`src/rtl/kyber_pkg.sv`:
```
// Shared Kyber constants, readout FSM state encoding and the conditional
// subtract-q normaliser used by the RAM C readout stage.
package kyber_pkg;

    localparam int unsigned KYBER_Q = 3329;
    localparam int unsigned KYBER_N = 256;
    localparam int unsigned COEFF_W = 16;

    typedef enum logic [1:0] {
        IDLE,
        FETCH,
        DRAIN,
        FIN
    } readout_state_e;

    // Maps a signed coefficient in (-q, 2q) into [0, q).
    function automatic logic [COEFF_W-1:0] csubq(input logic [COEFF_W-1:0] x);
        logic signed [COEFF_W:0] xs;
        logic signed [COEFF_W:0] q;
        logic signed [COEFF_W:0] r;
        xs = $signed({x[COEFF_W-1], x});
        q  = $signed((COEFF_W+1)'(KYBER_Q));
        if (xs[COEFF_W]) begin
            r = xs + q;
        end else if (xs >= q) begin
            r = xs - q;
        end else begin
            r = xs;
        end
        return r[COEFF_W-1:0];
    endfunction

endpackage

```
`src/rtl/readout_fifo2.sv`:
```
// Two-entry synchronous FIFO buffering RAM C words between read issue and the
// coefficient serializer. Occupancy is bounded by the producer.
module readout_fifo2
    import kyber_pkg::*;
#(
    parameter int unsigned W = 2 * kyber_pkg::COEFF_W
) (
    input  logic         clk,
    input  logic         reset_n,
    input  logic         push,
    input  logic [W-1:0] push_data,
    input  logic         pop,
    output logic [W-1:0] head,
    output logic [1:0]   count
);

    logic [W-1:0] mem [2];
    logic         wr_ptr;
    logic         rd_ptr;
    logic [1:0]   cnt_q;

    always_ff @(posedge clk) begin
        if (push) begin
            mem[wr_ptr] <= push_data;
        end
    end

    always_ff @(posedge clk) begin
        if (!reset_n) begin
            wr_ptr <= 1'b0;
            rd_ptr <= 1'b0;
            cnt_q  <= '0;
        end else begin
            if (push) begin
                wr_ptr <= ~wr_ptr;
            end
            if (pop) begin
                rd_ptr <= ~rd_ptr;
            end
            case ({push, pop})
                2'b10:   cnt_q <= cnt_q + 2'd1;
                2'b01:   cnt_q <= cnt_q - 2'd1;
                default: cnt_q <= cnt_q;
            endcase
        end
    end

    assign head  = mem[rd_ptr];
    assign count = cnt_q;

endmodule

```
`src/rtl/polyvec_acc_readout.sv`:
```
// Drains the accumulated polynomial from RAM C and streams 256 coefficients
// over valid/ready. Define POLYVEC_READOUT_CSUBQ_EN to normalise into [0,q).
module polyvec_acc_readout
    import kyber_pkg::*;
#(
    parameter int unsigned DEPTH   = 8,
    parameter int unsigned COEFF_W = kyber_pkg::COEFF_W
) (
    input  logic                   clk,
    input  logic                   reset_n,
    input  logic                   start,
    output logic                   ram_c_re,
    output logic [DEPTH-2:0]       ram_c_addr,
    input  logic [2*COEFF_W-1:0]   ram_c_rdata,
    output logic                   out_valid,
    input  logic                   out_ready,
    output logic [COEFF_W-1:0]     out_data,
    output logic                   out_last,
    output logic                   busy,
    output logic                   done
);

    readout_state_e          state;
    logic [DEPTH-2:0]        rd_ptr;
    logic                    inflight;
    logic [DEPTH-1:0]        out_idx;
    logic [2*COEFF_W-1:0]    head;
    logic [1:0]              fifo_count;
    logic                    fire;
    logic                    pop;
    logic [2:0]              occ;
    logic                    can_issue;
    logic [COEFF_W-1:0]      coeff_raw;
    logic [COEFF_W-1:0]      coeff_norm;

    readout_fifo2 #(
        .W (2 * COEFF_W)
    ) u_fifo (
        .clk       (clk),
        .reset_n   (reset_n),
        .push      (inflight),
        .push_data (ram_c_rdata),
        .pop       (pop),
        .head      (head),
        .count     (fifo_count)
    );

    assign out_valid = (fifo_count != 2'd0);
    assign fire      = out_valid & out_ready;
    assign pop       = fire & out_idx[0];

    // Words buffered or on their way (issued this cycle or returning now),
    // crediting a word popped at this edge so reads sustain one coeff/cycle.
    assign occ       = {1'b0, fifo_count} + {2'b0, ram_c_re} + {2'b0, inflight}
                     - {2'b0, pop};
    assign can_issue = (occ < 3'd2);

    assign coeff_raw = out_idx[0] ? head[2*COEFF_W-1:COEFF_W] : head[COEFF_W-1:0];

`ifdef POLYVEC_READOUT_CSUBQ_EN
    assign coeff_norm = csubq(coeff_raw);
`else
    assign coeff_norm = coeff_raw;
`endif

    assign out_data = out_valid ? coeff_norm : '0;
    assign out_last = out_valid & (&out_idx);

    always_ff @(posedge clk) begin
        if (!reset_n) begin
            state      <= IDLE;
            ram_c_re   <= 1'b0;
            ram_c_addr <= '0;
            rd_ptr     <= '0;
            inflight   <= 1'b0;
            out_idx    <= '0;
            busy       <= 1'b0;
            done       <= 1'b0;
        end else begin
            inflight <= ram_c_re;
            ram_c_re <= 1'b0;
            done     <= 1'b0;
            if (fire) begin
                out_idx <= out_idx + 1'b1;
            end
            case (state)
                IDLE: begin
                    // Word 0 is requested on the accepting edge itself.
                    if (start) begin
                        state      <= FETCH;
                        busy       <= 1'b1;
                        ram_c_re   <= 1'b1;
                        ram_c_addr <= '0;
                        rd_ptr     <= (DEPTH-1)'(1);
                        out_idx    <= '0;
                    end
                end
                FETCH: begin
                    if (can_issue) begin
                        ram_c_re   <= 1'b1;
                        ram_c_addr <= rd_ptr;
                        rd_ptr     <= rd_ptr + 1'b1;
                        if (&rd_ptr) begin
                            state <= DRAIN;
                        end
                    end
                end
                DRAIN: begin
                    if (fire && (&out_idx)) begin
                        state <= FIN;
                        busy  <= 1'b0;
                        done  <= 1'b1;
                    end
                end
                FIN: begin
                    state <= IDLE;
                end
                default: begin
                    state <= IDLE;
                end
            endcase
        end
    end

endmodule

```
`config.mk`:
```
export PLATFORM = sky130hd
export DESIGN_NAME = polyvec_acc_readout
export DESIGN_NICKNAME = d
export VERILOG_FILES = /design/src/rtl/kyber_pkg.sv /design/src/rtl/readout_fifo2.sv /design/src/rtl/polyvec_acc_readout.sv
export SDC_FILE = /design/constraint.sdc
export NUM_CORES = 1
export LEC_CHECK = 0
export CORE_ASPECT_RATIO = 1.5
export CORE_MARGIN = 5
export CORE_UTILIZATION = 30
export CTS_CLUSTER_DIAMETER = 150
export DETAILED_ROUTE_END_ITERATION = 8
export SLEW_MARGIN = 20
export SYNTH_ARGS = -nofsm -noshare
export SYNTH_HDL_FRONTEND = slang
export SYNTH_HIERARCHICAL = 1
export SYNTH_SLANG_ARGS = --single-unit
```
`constraint.sdc`:
```
create_clock -name clk -period 5.4 [get_ports clk]
set_clock_uncertainty 0.05 [all_clocks]
set_input_delay 0.54 -clock clk [delete_from_list [all_inputs] [get_ports clk]]
set_output_delay 0.54 -clock clk [all_outputs]
set_load 0.02 [all_outputs]
```
==> qor.csv, run 1 <==
stage,metric,value,unit
critical_path,Critical R2R Capture,rd_ptr[5],
power_and_ir_drop,Comb pwr share,0.209,
power_and_ir_drop,clock share of power,0.321,
yosys,Post-Synthesis Cells,308,
timing,fin crit share,0.765,
job,Max Cap Viol,0,
cells_and_area,Nets,423,
timing,f_max,242,MHz
clock_tree,post-CTS sizing,0,
critical_path,Worst Setup SP,out_ready,
timing,relative slew slack,0.345,
clock_tree,Num CTS Buffers,9,
grt,GRT Overall Usage,0.103,
drt,drt first-iter violations,60,
min_path,min-delay worst type,reg2reg,
yosys,Syn Nets,354,
drt,DR WL/cell,15.0,um
drt,first drt pass iteration count,4,
power_and_ir_drop,total power,1890,uW
critical_path,CP endpoint,rd_ptr[5],
critical_path,Worst EP arrival,4.35,ns
power_and_ir_drop,switching share of power,0.284,
yosys,sequential fraction of the synthesis area,0.636,
yosys,Synth warnings,6,
yosys,number of synthesized flops with an enable pin,64,
die,Die Ht,153,um
grt,antenna violations before repair,0,
die,Initial Util,0.303,
power_and_ir_drop,worst vdd ir,0.193,mV
die,num rows,52,
critical_path,Setup crit end kind,flop,
power_and_ir_drop,register share of total power,0.470,
grt,first-pass GRT wire length,13200,um
yosys,#FFs+latches synth,97,
cells_and_area,diodes inserted,0,
drt,Final ANT Viol Nets,0,
grt,largest net degree at the start of global routing,34,
power_and_ir_drop,Power Internal,1350,uW
clock_tree,CTS Hold Bufs,0,
die,die area,16000,um2
clock_tree,CTS root buf,clkbuf_16,
clock_tree,CTS HTree Levels,3,
drt,via total after detailed routing,2558,
power_and_ir_drop,leak pwr,0.00173,uW
critical_path,worst-path maximum fanout,18,
clock_tree,Post-CTS Setup Bufs,0,
die,num ports,64,
power_and_ir_drop,Net Switching,537,uW
placement,"worst slack, placed",0.917,ns
timing,Final Setup Violations,0,
critical_path,depth of the worst register-to-register path,12,
yosys,Synth cell types,41,
timing,"Slew Viols, Final",0,
cells_and_area,layout cells sized above 1,0.134,
die,Die W,105,um
critical_path,critical path class,in2reg,
clock_tree,"Reg clk slew, reported paths",0.07,ns
placement,gpl congestion,0.757,
clock_tree,Sink Count,97,
grt,global route overflow,0,
yosys,Post-synth ARST share,0,
placement,Placed Cells,528,
critical_path,startpoint types,input pin,
yosys,top_reg_cell synth,edfxtp_1,
cells_and_area,Area Growth Syn to Fin,27.4,%
timing,Fin Setup TNS,0,ns
drt,Post-Route WL,8150,um
critical_path,Required @ worst endpoint,5.61,ns
timing,final worst setup slack,1.27,ns
clock_tree,clock buffer depth,2,
yosys,Syn Area/Cell,13.2,um2
timing,Least-Margin Pin Slew,0.980,ns
placement,HPWL Detailed,5660,um
placement,port buffer count,63,
cells_and_area,post-layout util,0.386,
die,core area,13400,um2
clock_tree,worst-skew pair later-pin latency,0.33,ns
critical_path,worst r2r src,u_fifo/count[1],
cells_and_area,FILL cells,1315,
timing,crit path time final,4.13,ns
drt,# DRC,0,
grt,number of global-route vias before repair,2649,
timing,RSZ-0062 raised after global routing,no,
status,status,completed,
yosys,Mapped Area,4060,um2
critical_path,flop-to-flop setup slack,1.40,ns
power_and_ir_drop,Pwr Density,365,nW/um2
timing,final hold vios,0,
drt,Via-to-Cell Ratio,4.70,
cells_and_area,area of the multi-input gates,1390,um2
clock_tree,CTS tree,yes,
cells_and_area,fin cells,544,
cells_and_area,Reg area,2580,um2
per-layer routing:
| metal | vias to the layer above | global-route usage | part of all wire |
|---|---|---|---|
| li1 | 1266 | - | - |
| met4 | 0 | 0.0311 | 0.0095 |
| met5 | - | 0 | 0 |
| met3 | 5 | 0.0343 | 0.052 |
| met2 | 63 | 0.178 | 0.51 |
| met1 | 1224 | 0.119 | 0.43 |
placed cells by master (no fill, tap or decap), types with 3 or more instances in the layout:
cell type        synthesis  routed
edfxtp_1                64      64
clkdlybuf4s50_1          0      63
dfxtp_1                 33      33
nor2_1                  32      31
mux2_2                  30      30
mux2i_1                 17      17
nand2_1                 15      15
inv_1                   14      14
a21oi_1                  9       9
ha_1                     9       9
clkbuf_16                0       9
o21ai_0                  8       8
or3_1                    7       7
a22oi_1                  7       7
xnor2_1                  6       6
and2_1                   6       6
nand3_1                  5       5
buf_4                    3       5
nor3_1                   4       4
o21a_1                   4       4
nand4_1                  3       3
xor2_1                   3       3
inv_6                    0       3
worst min-delay path by stage:
stage | startpoint | slack [ns] | end | cells after the start
2_1_floorplan | state[1] | 0.40 | state[1] | 2
3_3_place_gp | ram_c_addr[0] | 0.40 | ram_c_addr[0] | 2
3_5_place_dp | ram_c_addr[0] | 0.40 | ram_c_addr[0] | 2
4_1_cts | ram_c_addr[0] | 0.41 | ram_c_addr[0] | 2
5_1_grt | ram_c_addr[0] | 0.45 | ram_c_addr[0] | 2
6_report | ram_c_addr[0] | 0.41 | ram_c_addr[0] | 2
critical path, cell delays in order:
cell,delay (ns)
clkdlybuf4s50_1,0.44
o21ai_1,0.23
inv_1,0.16
ha_1,0.26
ha_1,0.28
inv_1,0.03
ha_1,0.26
a21o_1,0.19
fa_1,0.47
and2_1,0.17
a2111o_1,0.60
or4_1,0.56
a21oi_1,0.15
power groups by stage:
stage | combinational, uW | sequential, uW | clock, uW
after global placement | 390 | 901 | 0
after CTS | 402 | 888 | 634
final | 394 | 887 | 606
after global routing | 434 | 894 | 668
after detailed placement | 401 | 904 | 0
after floorplan | 246 | 905 | 0
sequential cells by signal, indices dropped and copies added, names as in the netlist, named ones only:
register and flops:
ram_c_re 1, busy 1, u_fifo/rd_ptr 1, ram_c_addr 7
u_fifo/wr_ptr 1, u_fifo/mem 64, inflight 1, rd_ptr 7
done 1, state 2, out_idx 8, u_fifo/count 2
metrics by stage:
| stage | hold slack, ns | area, um2 |
|---|---|---|
| final | 0.415 | 5170 |
| after global routing | 0.447 | 5170 |
| after CTS | 0.414 | 5170 |
| after detailed placement | 0.400 | 4890 |
| after global placement | 0.399 | 4890 |
| after floorplan | 0.401 | 4060 |
cell families (layout without fill, tap and decap cells):
family | after synthesis | after routing | share of synthesized area
flops | 97 | 97 | 0.636
simple gates | 80 | 80 | 0.0924
mux | 49 | 49 | 0.131
compound gates | 39 | 39 | 0.0641
buf+inv | 24 | 98 | 0.0253
fa+ha+maj | 10 | 10 | 0.0326
xor+xnor | 9 | 9 | 0.0194
area by class of cell:
cell class | count | share of cell area
multi-input cells | 187 | 0.268
clock inverters | 7 | 0.0114
inverters | 14 | 0.0102
repair buffers | 68 | 0.129
flip-flops and latches | 97 | 0.499
clock buffers | 9 | 0.0435
well taps | 162 | 0.0392
synthesized netlist by cell type, drive strengths merged, types with 2 or more instances:
cell    count  area [um2]
and2        6        37.5
nand4       3        18.8
nor3        4        20.0
xor2        3        26.3
buf         3        22.5
xnor2       6        52.6
nor2       32         120
o21a        4        30.0
and3        2        12.5
mux2i      17         170
inv        14        52.6
nor2b       2        12.5
ha          9         113
nand3       5        25.0
dfxtp      33         661
or3         7        43.8
a21oi       9        45.0
o21ai       9        45.0
mux2       32         360
nand2      15        56.3
edfxtp     64        1920
a22oi       7        52.6
clkbuf      7        27.5
Power figures use the tool's default switching activity.
==> run 2: changes to the inputs <==
==> constraint.sdc (replaced) <==
create_clock -name clk -period 3.9 [get_ports clk]
set_clock_uncertainty 0.05 [all_clocks]
set_input_delay 0.39 -clock clk [delete_from_list [all_inputs] [get_ports clk]]
set_output_delay 0.39 -clock clk [all_outputs]
set_load 0.02 [all_outputs]
==> run 2 against run 1 <==
  * Non-clock buffer count increased by 6
  * Via count increased by 1.1%
  * Worst hold slack got worse by 0.0072 ns
  * Critical endpoint is now rd_ptr[4]
  * Highest routed layer unchanged
  * Clock power increased by 39%
  * Critical path depth increased by 1
  * Global-route usage increased by 0.17 points
  * Critical path type unchanged
  * Sequential cell count unchanged
  * Combinational power increased by 46%
  * Cell area increased by 0.92%
  * Sequential power increased by 39%
  * Cell count increased by 1.1%
  * Register-to-register slack got worse by 1.0 ns
==> qor.csv, run 2 (synthesized netlist as in run 1, its figures left out) <==
stage,metric,value,unit,change
die,num ports,64,,unchanged
cells_and_area,Nets,429,,was 423
cells_and_area,Area Growth Syn to Fin,28.5,%,was 27.4%
cells_and_area,final instance area,5220,um2,was 5170 um2
drt,# DRC,0,,unchanged
power_and_ir_drop,leak pwr,0.00176,uW,was 0.00173 uW
clock_tree,CTS Hold Bufs,0,,unchanged
critical_path,crit path cell chain,"clkdlybuf4s50_1, o21ai_1, inv_1, ha_1, ha_1, inv_1, ha_1, a21o_1, fa_1, and2_1, a2111o_1, buf_4, or3_1, a21oi_1",,"was clkdlybuf4s50_1, o21ai_1, inv_1, ha_1, ha_1, inv_1, ha_1, a21o_1, fa_1, and2_1, a2111o_1, or4_1, a21oi_1"
drt,Post-Route WL,8240,um,was 8150 um
critical_path,Setup crit end kind,flop,,unchanged
critical_path,Required @ worst endpoint,4.11,ns,was 5.61 ns
die,Die Ht,153,um,unchanged
cells_and_area,Biggest register,u_fifo/mem,,unchanged
timing,Least-Margin Pin Slew,1.03,ns,was 0.980 ns
clock_tree,CTS tree,yes,,unchanged
drt,Via-to-Cell Ratio,4.70,,about the same
clock_tree,"Reg clk slew, reported paths",0.07,ns,about the same
die,core area,13400,um2,unchanged
critical_path,startpoint types,input pin,,unchanged
clock_tree,CTS root buf,clkbuf_16,,unchanged
cells_and_area,FILL cells,1308,,was 1315
drt,first drt pass iteration count,4,,unchanged
timing,Fin Setup TNS,0,ns,unchanged
placement,HPWL Detailed,5750,um,was 5660 um
critical_path,Worst EP arrival,3.77,ns,was 4.35 ns
cells_and_area,fin cells,550,,was 544
job,Max Cap Viol,0,,unchanged
placement,"worst slack, placed",-0.0148,ns,was 0.917 ns
clock_tree,clock buffer depth,2,,unchanged
cells_and_area,"commonest cells after routing, fill and taps aside","edfxtp_1, clkdlybuf4s50_1, dfxtp_1",,unchanged
timing,fin crit share,0.912,,
critical_path,Bufs and invs on worst path,4,,was 3
timing,f_max,281,MHz,
drt,DR WL/cell,15.0,um,about the same
timing,final hold vios,0,,unchanged
clock_tree,Sink Count,97,,unchanged
timing,"Slew Viols, Final",0,,unchanged
power_and_ir_drop,worst vdd ir,0.259,mV,was 0.193 mV
timing,relative slew slack,0.310,,was 0.345
timing,final worst setup slack,0.345,ns,was 1.27 ns
drt,via total after detailed routing,2587,,was 2558
power_and_ir_drop,Pwr Density,506,nW/um2,was 365 nW/um2
status,status,completed,,unchanged
clock_tree,Post-CTS Setup Bufs,0,,unchanged
cells_and_area,layout cells sized above 1,0.147,,was 0.134
die,num rows,52,,unchanged
min_path,min-delay worst type,reg2reg,,unchanged
clock_tree,post-CTS sizing,0,,unchanged
cells_and_area,Largest register FFs,64,,unchanged
critical_path,critical path class,in2reg,,unchanged
clock_tree,worst-skew pair later-pin latency,0.33,ns,about the same
drt,Final ANT Viol Nets,0,,unchanged
die,Initial Util,0.303,,unchanged
clock_tree,CTS HTree Levels,3,,unchanged
cells_and_area,Largest regs,"u_fifo/mem (64), out_idx (8)",,unchanged
placement,gpl congestion,0.756,,was 0.757
clock_tree,Num CTS Buffers,9,,unchanged
cells_and_area,diodes inserted,0,,unchanged
die,Die W,105,um,unchanged
die,die area,16000,um2,unchanged
drt,drt first-iter violations,52,,was 60
cells_and_area,"commonest non-fill, non-tap cell in the layout",edfxtp_1,,unchanged
grt,antenna violations before repair,0,,unchanged
grt,GRT Overall Usage,0.104,,was 0.103
critical_path,"CP delay by family, top",adder cells,,unchanged
grt,largest net degree at the start of global routing,34,,unchanged
critical_path,worst-path maximum fanout,8,,was 18
grt,number of global-route vias before repair,2752,,was 2649
critical_path,CP max-delay cell,fa_1,,was a2111o_1
timing,crit path time final,3.56,ns,
placement,port buffer count,63,,unchanged
critical_path,Most common cell on crit path,ha_1,,unchanged
grt,first-pass GRT wire length,13600,um,was 13200 um
power_and_ir_drop,total power,2640,uW,was 1890 uW
timing,Final Setup Violations,0,,unchanged
placement,placed cell area,4940,um2,was 4890 um2
placement,Placed Cells,534,,was 528
timing,RSZ-0062 raised after global routing,no,,unchanged
critical_path,CP max stage delay,0.47,ns,was 0.60 ns
grt,global route overflow,0,,unchanged
## run 2: cell types whose count changed in the layout (fill, tap and decap cells not counted)
cell / delta
clkinv_4: +1
inv_6: -2
inv_8: +1
buf_4: +6
## run 2: worst paths after layout
check,cells after the start,end,slack [ns],start
max,14,rd_ptr[4],0.34,out_ready
min reg2reg,2,ram_c_addr[0],0.41,ram_c_addr[0]
max reg2reg,13,rd_ptr[4],0.38,u_fifo/count[0]
min,2,ram_c_addr[0],0.41,ram_c_addr[0]
## run 2: routing by layer
layer,global-route usage,routed length (um)
met5,0,0
met2,0.185,4230
met1,0.122,3590
met4,0.0347,87
met3,0.0259,336
## run 2: area by class of cell
cell class,count,area (um2),area share
inverters,14,52.6,0.0101
flip-flops and latches,97,2580,0.494
clock buffers,9,225,0.0431
repair buffers,74,713,0.137
well taps,162,203,0.0388
multi-input cells,187,1390,0.265
clock inverters,7,61.3,0.0117
## run 2: tightest hold or removal path, stage by stage, from the launching register on
cell	delay, ns
dfxtp_1	0.31
nand2_1	0.05
a21oi_1	0.05
## run 2: metrics by stage
stage	util	hold WS, ns
3_5_place_dp	0.368	0.404
2_1_floorplan	-	0.401
3_3_place_gp	0.368	0.404
4_1_cts	0.390	0.411
6_report	0.390	0.407
5_1_grt	0.390	0.444
## run 2: power by group
| part | internal (uW) | switching, uW | total (uW) | leakage (uW) |
|---|---|---|---|---|
| logic | 263 | 312 | 574 | 0.000767 |
| registers | 1190 | 39.4 | 1230 | 0.000849 |
| clock network | 445 | 397 | 843 | 0.000141 |
| total | 1890 | 749 | 2640 | 0.00176 |
